--- src/rtl/dmem_arb_pkg.sv ---
// Shared definitions for the two-port data-memory arbiter: default widths,
// port indices and the response-slot state encoding.
package dmem_arb_pkg;

  localparam int AW_DEF = 8;   // 256-word data memory
  localparam int DW_DEF = 32;

  localparam int PORT_CPU = 0;  // load/store stage, favoured by fixed priority
  localparam int PORT_DBG = 1;  // debug / loader

  typedef enum logic {
    RSP_EMPTY = 1'b0,
    RSP_FULL  = 1'b1
  } rsp_state_t;

endpackage

--- src/rtl/dmem_rsp_slot.sv ---
// One-entry response buffer for a single arbiter port.
// load = a read was accepted this cycle (data arrives on load_data),
// pop  = the consumer takes the current entry (rsp_ready).
// load and pop may coincide: the old entry leaves and the new one replaces it.
// Everything is frozen while en=0. The state output doubles as debug visibility.
module dmem_rsp_slot
  import dmem_arb_pkg::*;
#(
  parameter int DW = DW_DEF
) (
  input  logic          clk,
  input  logic          rst_n,
  input  logic          en,
  input  logic          load,
  input  logic          pop,
  input  logic [DW-1:0] load_data,
  output rsp_state_t    state,
  output logic [DW-1:0] data
);

  rsp_state_t state_next;

  // State register; reset empties the slot immediately.
  always_ff @(posedge clk or negedge rst_n) begin
    if (!rst_n) state <= RSP_EMPTY;
    else        state <= state_next;
  end

  // Next state: a load always leaves the slot full; a pop without load empties it.
  always_comb begin
    state_next = state;
    if (en) begin
      case (state)
        RSP_EMPTY: if (load) state_next = RSP_FULL;
        RSP_FULL: begin
          if (load)     state_next = RSP_FULL;
          else if (pop) state_next = RSP_EMPTY;
        end
        default: state_next = RSP_EMPTY;
      endcase
    end
  end

  // Data register captures memory read data on every accepted read.
  always_ff @(posedge clk or negedge rst_n) begin
    if (!rst_n)           data <= '0;
    else if (en && load)  data <= load_data;
  end

endmodule

--- src/rtl/dmem_arbiter.sv ---
// Two-port arbiter/sequencer for the 256x32 data memory.
// Port 0 (CPU) and port 1 (debug) share one access per cycle; reads return
// through a per-port one-entry response slot.
// Handshake: a request transfers on a rising edge where req_valid & req_ready;
// a response transfers on a rising edge where rsp_valid & rsp_ready. Valid must
// hold its payload stable until the transfer; ready never depends on the same
// port's valid being asserted for any reason other than arbitration.
// Build option: define DMEM_ARB_RR_EN for round-robin arbitration; otherwise
// port 0 has strict priority and there is no pointer register.
module dmem_arbiter
  import dmem_arb_pkg::*;
#(
  parameter int AW = AW_DEF,
  parameter int DW = DW_DEF
) (
  input  logic          clk,
  input  logic          rst_n,
  input  logic          en,
  input  logic          m0_req_valid,
  output logic          m0_req_ready,
  input  logic          m0_req_we,
  input  logic [AW-1:0] m0_req_addr,
  input  logic [DW-1:0] m0_req_wdata,
  output logic          m0_rsp_valid,
  input  logic          m0_rsp_ready,
  output logic [DW-1:0] m0_rsp_data,
  input  logic          m1_req_valid,
  output logic          m1_req_ready,
  input  logic          m1_req_we,
  input  logic [AW-1:0] m1_req_addr,
  input  logic [DW-1:0] m1_req_wdata,
  output logic          m1_rsp_valid,
  input  logic          m1_rsp_ready,
  output logic [DW-1:0] m1_rsp_data,
  output logic [AW-1:0] mem_r_address,
  output logic [AW-1:0] mem_w_address,
  output logic [DW-1:0] mem_w_data,
  output logic          mem_w_enable,
  output logic          mem_clk_enable,
  input  logic [DW-1:0] mem_o_data
);

  logic       live;     // advancing and out of reset: nothing is accepted otherwise
  logic [1:0] elig;
  logic [1:0] grant;
  logic       sel_dbg;
  rsp_state_t rsp_state0;
  rsp_state_t rsp_state1;

  assign live           = en & rst_n;
  assign mem_clk_enable = en;

  assign m0_rsp_valid = (rsp_state0 == RSP_FULL);
  assign m1_rsp_valid = (rsp_state1 == RSP_FULL);

  // A port may compete only if its response slot can take a new entry this cycle.
  assign elig[PORT_CPU] = live & m0_req_valid & (~m0_rsp_valid | m0_rsp_ready);
  assign elig[PORT_DBG] = live & m1_req_valid & (~m1_rsp_valid | m1_rsp_ready);

`ifdef DMEM_ARB_RR_EN
  logic last_dbg;  // 1 = port 1 won the most recent accept

  // Round-robin pointer; only moves when an access is accepted.
  always_ff @(posedge clk or negedge rst_n) begin
    if (!rst_n)      last_dbg <= 1'b1;
    else if (|grant) last_dbg <= grant[PORT_DBG];
  end

  // On contention the port that did not win last time gets the grant.
  always_comb begin
    grant = elig;
    if (elig[PORT_CPU] && elig[PORT_DBG]) begin
      grant           = '0;
      grant[PORT_CPU] = last_dbg;
      grant[PORT_DBG] = ~last_dbg;
    end
  end
`else
  // Fixed priority: port 0 always wins on contention.
  always_comb begin
    grant = '0;
    if (elig[PORT_CPU])      grant[PORT_CPU] = 1'b1;
    else if (elig[PORT_DBG]) grant[PORT_DBG] = 1'b1;
  end
`endif

  assign m0_req_ready = grant[PORT_CPU];
  assign m1_req_ready = grant[PORT_DBG];

  // Memory side follows the winner; idle cycles show port 0's fields.
  assign sel_dbg       = grant[PORT_DBG];
  assign mem_r_address = sel_dbg ? m1_req_addr  : m0_req_addr;
  assign mem_w_address = sel_dbg ? m1_req_addr  : m0_req_addr;
  assign mem_w_data    = sel_dbg ? m1_req_wdata : m0_req_wdata;
  assign mem_w_enable  = (grant[PORT_CPU] & m0_req_we) | (grant[PORT_DBG] & m1_req_we);

  dmem_rsp_slot #(.DW(DW)) u_slot0 (
    .clk       (clk),
    .rst_n     (rst_n),
    .en        (en),
    .load      (grant[PORT_CPU] & ~m0_req_we),
    .pop       (m0_rsp_ready),
    .load_data (mem_o_data),
    .state     (rsp_state0),
    .data      (m0_rsp_data)
  );

  dmem_rsp_slot #(.DW(DW)) u_slot1 (
    .clk       (clk),
    .rst_n     (rst_n),
    .en        (en),
    .load      (grant[PORT_DBG] & ~m1_req_we),
    .pop       (m1_rsp_ready),
    .load_data (mem_o_data),
    .state     (rsp_state1),
    .data      (m1_rsp_data)
  );

endmodule

--- config.mk ---
export PLATFORM = sky130hd
export DESIGN_NAME = dmem_arbiter
export DESIGN_NICKNAME = d
export VERILOG_FILES = /design/src/rtl/dmem_arb_pkg.sv /design/src/rtl/dmem_rsp_slot.sv /design/src/rtl/dmem_arbiter.sv
export SDC_FILE = /design/constraint.sdc
export NUM_CORES = 1
export LEC_CHECK = 0
export CAP_MARGIN = 5
export CORE_MARGIN = 2
export CORE_UTILIZATION = 34
export CTS_CLUSTER_DIAMETER = 80
export CTS_CLUSTER_SIZE = 12
export DETAILED_ROUTE_END_ITERATION = 7
export PLACE_DENSITY = 0.88
export SLEW_MARGIN = 25
export SYNTH_ARGS = -nofsm -noshare
export SYNTH_HDL_FRONTEND = slang
export SYNTH_SLANG_ARGS = --single-unit
export TNS_END_PERCENT = 50
--- constraint.sdc ---
create_clock -name clk -period 2.7 [get_ports clk]
set_clock_uncertainty 0.1 [all_clocks]
set_input_delay 0.405 -clock clk [delete_from_list [all_inputs] [get_ports clk]]
set_output_delay 0.405 -clock clk [all_outputs]
set_load 0.1 [all_outputs]
==> qor.yml, run 1 <==
cells_and_area:
  fin_nets: 567
  final_cells: 559
  fillers: 596
  fin_area_sq_mm: 0.00616
  area_growth_pct: 100
  diodes: 0
  drive_gt1_share_pct: 49.9
clock_network:
  clk_path_buf_depth: 2
  numClockSinks: 66
  path_clk_slew_ns: 0.07
  cts_buffers: 9
  htreeDepth: 3
  clock_latency_ns: 0.33
  cts_root_buffer: "clkbuf_8"
  cts-hold-fix-buffers: 0
  cts_tree: "built"
power_and_ir_drop:
  internal_power_uw: 2400
  p_total_uw: 5140
  comb_power_share_pct: 59.7
  power_frac_seq_pct: 25.7
  p_switching_uw: 2730
  power.leakage_uw: 0.00280
  clkPwrFrac_pct: 14.6
  switching_share_pct: 53.2
  powerDensity_mw_per_mm2: 833
  ir_drop_v: 0.000730
worst_setup_path:
  path_cells: "clkdlybuf4s50_1 -> inv_1 -> a221oi_4 -> buf_6 -> clkbuf_16 -> mux2_2 -> buf_12"
  path_max_fanout: 16
  slowest_stage: "clkdlybuf4s50_1"
  max_stage_delay_ns: 0.48
  arrival_ns: 2.17
  critPathCaptureType: "primary output"
  worstPathRequired_ns: 2.19
  start_kind: "input pin"
  crit_type: "in -> out"
synthesis:
  ys.warnings.count: 0
  synthDominantCellAreaShare_pct: 53.6
  synth_top_area_cell: "dfrtp_1"
  synth_area_leaders: "dfrtp_1 (54%), mux2_2 (27%), mux2_1 (11%), buf_4 (2.2%), buf_2 (1.3%)"
  syn-num-nets: 329
  netlist_area_sq_mm: 0.00308
  ys_seq_area_share_pct: 53.6
  synthCells: 208
  yosys_register_bits: 66
  yosysUniqueCellTypes: 16
  syn_avg_cell_area_sq_um: 14.8
floorplan:
  dieArea_sq_mm: 0.00984
  die_w_um: 99.2
  die_h_um: 99.2
  io_pins: 239
  num_rows: 34
  placeableCoreArea_sq_mm: 0.00876
  start_util_pct: 35.2
place:
  port_buffers: 238
  numPlacedInstances: 541
  dpl_cell_area_sq_mm: 0.00593
  gp_congestion: 0.808
  place_hpwl_um: 8850
drt:
  drt_wl_total_um: 10900
  vias: 2603
  via_per_inst: 4.66
  routedWlPerCell_um: 19.4
  drc: 0
  ant_nets: 0
  first_iter_violations: 81
  first_pass_iters: 4
sta:
  setup_violations: 0
  min_period_over_period_pct: 99.2
  slew-limit-headroom_pct: 45.6
  period_minus_slack_ns: 2.68
  drv_slew: 0
  worstMarginPinSlew_ns: 0.816
  max_freq_ghz: 0.373
  finalHoldViolCount: 0
global_routing:
  grt_pass1_wl_um: 16300
  track_usage_pct: 21.5
  grt_pass1_vias: 2965
  grt_start_max_net_pins: 67
  antenna_found_initial: 0
  grt-ovfl-total: 0
worst_hold_path:
  hp-class: "in -> async"
run:
  maxCapViolCount: 0
outcome:
  status: "finished clean"
[timing repair]
action | 4_1_cts | 5_1_grt
resized for setup | 0 | 4
setup endpoints to repair | 0 | 48
buffers inserted | 0 | 1
[sequential cells by signal, summed over array words and instances (netlist names)]
signal / cells
u_slot0.data: 32
u_slot0.state: 1
u_slot1.data: 32
u_slot1.state: 1
[cells in the mapped netlist]
library cell,count
a211oi_1,1
a221oi_4,1
buf_2,8
buf_4,9
buf_6,3
dfrtp_1,66
inv_1,2
mux2_1,29
mux2_2,75
nand2_1,8
nand2b_1,1
nand3_1,1
nand3_4,1
nor2_1,1
o21a_1,1
or3_1,1
[final timing paths]
| path | start | endpoint | slack [ns] | cells after the start |
|---|---|---|---|---|
| worst min register to register | u_slot1.data[9] | u_slot1.data[9] | 0.39 | 1 |
| worst max-delay path | m1_rsp_ready | mem_w_data[15] | 0.02 | 7 |
| max in group asynchronous | rst_n | u_slot0.state | 1.66 | 2 |
| worst max register to register | u_slot0.state | u_slot1.data[6] | 0.75 | 7 |
| worst min-delay path | rst_n | u_slot1.data[26] | 0.24 | 2 |
| min in group clk | u_slot1.data[9] | u_slot1.data[9] | 0.39 | 1 |
[layer usage]
layer | GRT usage [%] | part of all wire [%] | vias to the layer above
met5 | 0 | 0 | -
met4 | 5.16 | 1.9 | 0
met3 | 9.70 | 8.9 | 18
met2 | 37.2 | 53 | 120
met1 | 24.4 | 37 | 1259
li1 | - | - | 1206
[area by class of cell]
class,instances,area [sq um],area share [%]
clock buffers,14,173,2.80
clock inverters,2,10.0,0.162
well taps,108,135,2.19
repair buffers,247,2850,46.2
multi-input cells,120,1330,21.6
flip-flops and latches,66,1660,26.9
inverters,2,7.51,0.122
[worst max-delay path, delay by kind of cell]
kind / cells / cell delay [ns]
AOI/OAI and AO/OA: 1 / 0.28
muxes: 1 / 0.38
buffers and inverters: 5 / 1.10
[power groups by stage]
stage	logic [uW]	clock network (uW)	registers, uW
floorplan	642	0	2880
global placement	3040	0	1320
detailed placement	3070	0	1340
CTS	3080	787	1320
global route	3130	836	1340
finish	3070	752	1320
[stage by stage]
stage / TNS (ns) / worst slack [ns] / utilization (%) / hold WS [ns]
finish: 0 / 0.0221 / 70.3 / 0.238
global route: -0.207 / -0.0265 / 70.3 / 0.308
CTS: 0 / 0.0116 / 69.7 / 0.249
detailed placement: 0 / 0.0145 / 67.7 / 0.383
global placement: 0 / 0.0485 / 67.7 / 0.376
floorplan: 0 / 0.00679 / - / 0.00941
[cells in the final DEF, fill, tap and decap left out, types with 8 or more instances in the layout]
| cell type | count |
|---|---|
| buf_4 | 70 |
| nand2_1 | 8 |
| clkdlybuf4s50_1 | 119 |
| buf_12 | 54 |
| mux2_4 | 8 |
| dfrtp_1 | 64 |
| mux2_2 | 67 |
| mux2_1 | 29 |
| clkbuf_8 | 12 |
[kinds of logic (layout without fill, tap and decap cells)]
logic type | Yosys count | after routing | share of synthesized area [%]
muxes | 104 | 104 | 38.0
DFF | 66 | 66 | 53.6
buffers and inverters | 22 | 265 | 4.83
AOI/OAI and AO/OA | 3 | 3 | 1.34
and+or+nand+nor | 13 | 13 | 2.23
Power figures use the tool's default switching activity.
==> inputs of run 2 (changes only) <==
Settings changed: CORE_UTILIZATION 34 to 30, CTS_CLUSTER_SIZE 12 to not set, PLACE_DENSITY 0.88 to 0.82.
Clock period 2.7 ns to 2.2 ns, I/O delays scaled along.
==> run 2 against run 1 <==
The flow now finishes with violations (negative setup slack). Wire length up 19%. First-iteration DRC count up 22%. Global-route usage is 1.3 points higher. Cell area grew 5.6%. Die area up 13%. Sequential share of layout area decreased by 1.4 points. Combinational power up 25%. Via count rose by 7.3%. Sequential power up 23%. Critical path type is now reg -> out.
==> qor.yml, run 2 (synthesized netlist as in run 1, its figures left out) <==
cells_and_area:
  drive_gt1_share_pct: 52.8  # +2.9 points
  layout_commonest_cell: "clkdlybuf4s50_1"
  area_growth_pct: 111
  layout_common_cells: "clkdlybuf4s50_1 (115), buf_4 (81), dfrtp_1 (64)"
  fin_nets: 586  # +3.4%
  fin_area_sq_mm: 0.00651  # +5.6%
  final_cells: 603  # +7.9%
  largestRegisters: "u_slot0.data: 32 flops, u_slot1.data: 32 flops"
  diodes: 0  # unchanged
  fillers: 688  # +15%
floorplan:
  placeableCoreArea_sq_mm: 0.00986  # +13%
  die_w_um: 105  # +6.2%
  num_rows: 36  # +5.9%
  dieArea_sq_mm: 0.0111  # +13%
  die_h_um: 105  # +6.2%
  io_pins: 239  # unchanged
  start_util_pct: 31.2  # -3.9 points
drt:
  ant_nets: 0  # unchanged
  via_per_inst: 4.63  # -0.53%
  drt_wl_total_um: 12900  # +19%
  drc: 0  # unchanged
  first_iter_violations: 99  # +22%
  vias: 2793  # +7.3%
  first_pass_iters: 4  # unchanged
  routedWlPerCell_um: 21.4  # +9.9%
worst_hold_path:
  hp-class: "in -> async"
power_and_ir_drop:
  powerDensity_mw_per_mm2: 982  # +18%
  ir_drop_v: 0.000742  # +1.7%
  power.leakage_uw: 0.00300  # +7.2%
worst_setup_path:
  r2r_end: "u_slot1.data[13]"
  worstPathRequired_ns: 1.77  # -0.42 ns
  r2r_start: "u_slot1.state"
  slowest_stage: "dfrtp_4"
  arrival_ns: 2.01  # -0.16 ns
  crit_top_cell: "buf_12"
  max_stage_delay_ns: 0.50  # +0.02 ns
  worstRegToRegCells: 7  # unchanged
  critPathCaptureType: "primary output"
  path_max_fanout: 9  # -7
  path_cells: "a221oi_4 -> buf_6 -> buf_12 -> mux2_2 -> buf_12"
  crit_type: "reg -> out"
  r2r_slack_ns: 0.10  # -0.65 ns
  start_kind: "register"
place:
  port_buffers: 238  # unchanged
  gp_congestion: 0.906  # +12%
  place_hpwl_um: 10000  # +13%
  numPlacedInstances: 573  # +5.9%
  dpl_cell_area_sq_mm: 0.00610  # +2.9%
  dp_slack_ns: -0.348  # -0.362 ns
outcome:
  violations: "negative setup slack"
  status: "finished, violations left"
clock_network:
  cts-hold-fix-buffers: 0  # unchanged
  clk_path_buf_depth: 2  # unchanged
  path_clk_slew_ns: 0.09  # +0.02 ns
  cts_root_buffer: "clkbuf_8"
  cts_tree: "built"
  cts_buffers: 9  # unchanged
  numClockSinks: 66  # unchanged
  clock_latency_ns: 0.34  # about the same
  htreeDepth: 3  # unchanged
sta:
  drv_slew: 0  # unchanged
  min_period_over_period_pct: 111
  slew-limit-headroom_pct: 45.0  # -0.63 points
  worstMarginPinSlew_ns: 0.825  # +0.00951 ns
  fin_ws_ns: -0.240  # -0.262 ns
  rsz0062_at_grt: "true"
  period_minus_slack_ns: 2.44
  setup-tns-final_ns: -10.14  # -10.14 ns
  finalHoldViolCount: 0  # unchanged
  max_freq_ghz: 0.410
  setup_violations: 50  # +50
  whs_ns: 0.246  # +0.00772 ns
run:
  maxCapViolCount: 0  # unchanged
global_routing:
  grt_pass1_vias: 3088  # +4.1%
  antenna_found_initial: 0  # unchanged
  grt_start_max_net_pins: 67  # unchanged
  grt-ovfl-total: 0  # unchanged
  track_usage_pct: 22.8  # +1.3 points
  grt_pass1_wl_um: 19000  # +17%
## run 2: changes by cell type in the layout (fill, tap and decap cells not counted), sizes merged
cell | previous run | this run
buf | 127 | 146
clkbuf | 15 | 10
clkdlybuf4s50 | 119 | 115
dlygate4sd2 | 0 | 4
clkinvlp | 0 | 3
inv | 2 | 5
clkinv | 2 | 1
## run 2: layer usage
metal	vias to the layer above	GRT usage (%)	share of wire, %
met2	151	41.8	53
li1	1243	-	-
met5	-	0	0
met1	1373	23.6	36
met3	26	7.79	8.3
met4	0	9.33	3.4
## run 2: worst max-delay path, delay by kind of cell (launching register included)
family,cells,cell delay [ns]
flops,1,0.50
compound gates,1,0.31
buf+inv,3,0.49
mux,1,0.37
## run 2: worst max-delay path by stage
stage	startpoint	to	slack, ns	cells after the start
finish	u_slot1.state	mem_w_data[7]	-0.24	5
global route	u_slot1.state	mem_w_data[9]	-0.30	5
CTS	u_slot1.state	mem_w_data[30]	-0.29	6
detailed placement	m1_rsp_ready	mem_w_data[9]	-0.35	6
global placement	m1_rsp_ready	mem_w_data[19]	-0.32	6
floorplan	u_slot0.state	mem_w_address[0]	-0.22	5
## run 2: cell type report
| class | instances | area, sq um | area share (%) |
|---|---|---|---|
| Clock buffer | 9 | 124 | 1.90 |
| Clock inverter | 7 | 60.1 | 0.923 |
| Inverter | 2 | 7.51 | 0.115 |
| Multi-Input combinational cell | 120 | 1440 | 22.2 |
| Sequential cell | 66 | 1660 | 25.5 |
| Tap cell | 133 | 166 | 2.56 |
| Timing Repair Buffer | 266 | 3050 | 46.8 |
## run 2: per-stage QoR
step                total power, uW  util [%]
detailed placement             5460      61.8
global placement               5400      61.8
finish                         6390      66.0
CTS                            6460      65.8
global route                   6600      66.0
floorplan                      4370         -
## run 2: timing repair
item | CTS | global route
pin swaps | 2 | 1
cloned | 1 | 1
buffers inserted | 13 | 0
resized for setup | 25 | 5
endpoints found under the setup margin | 50 | 50
## run 2: where the power goes
part           internal [uW]  switching [uW]  total (uW)
registers               1470             147        1620
clock network            426             512         938
logic                   1020            2820        3830
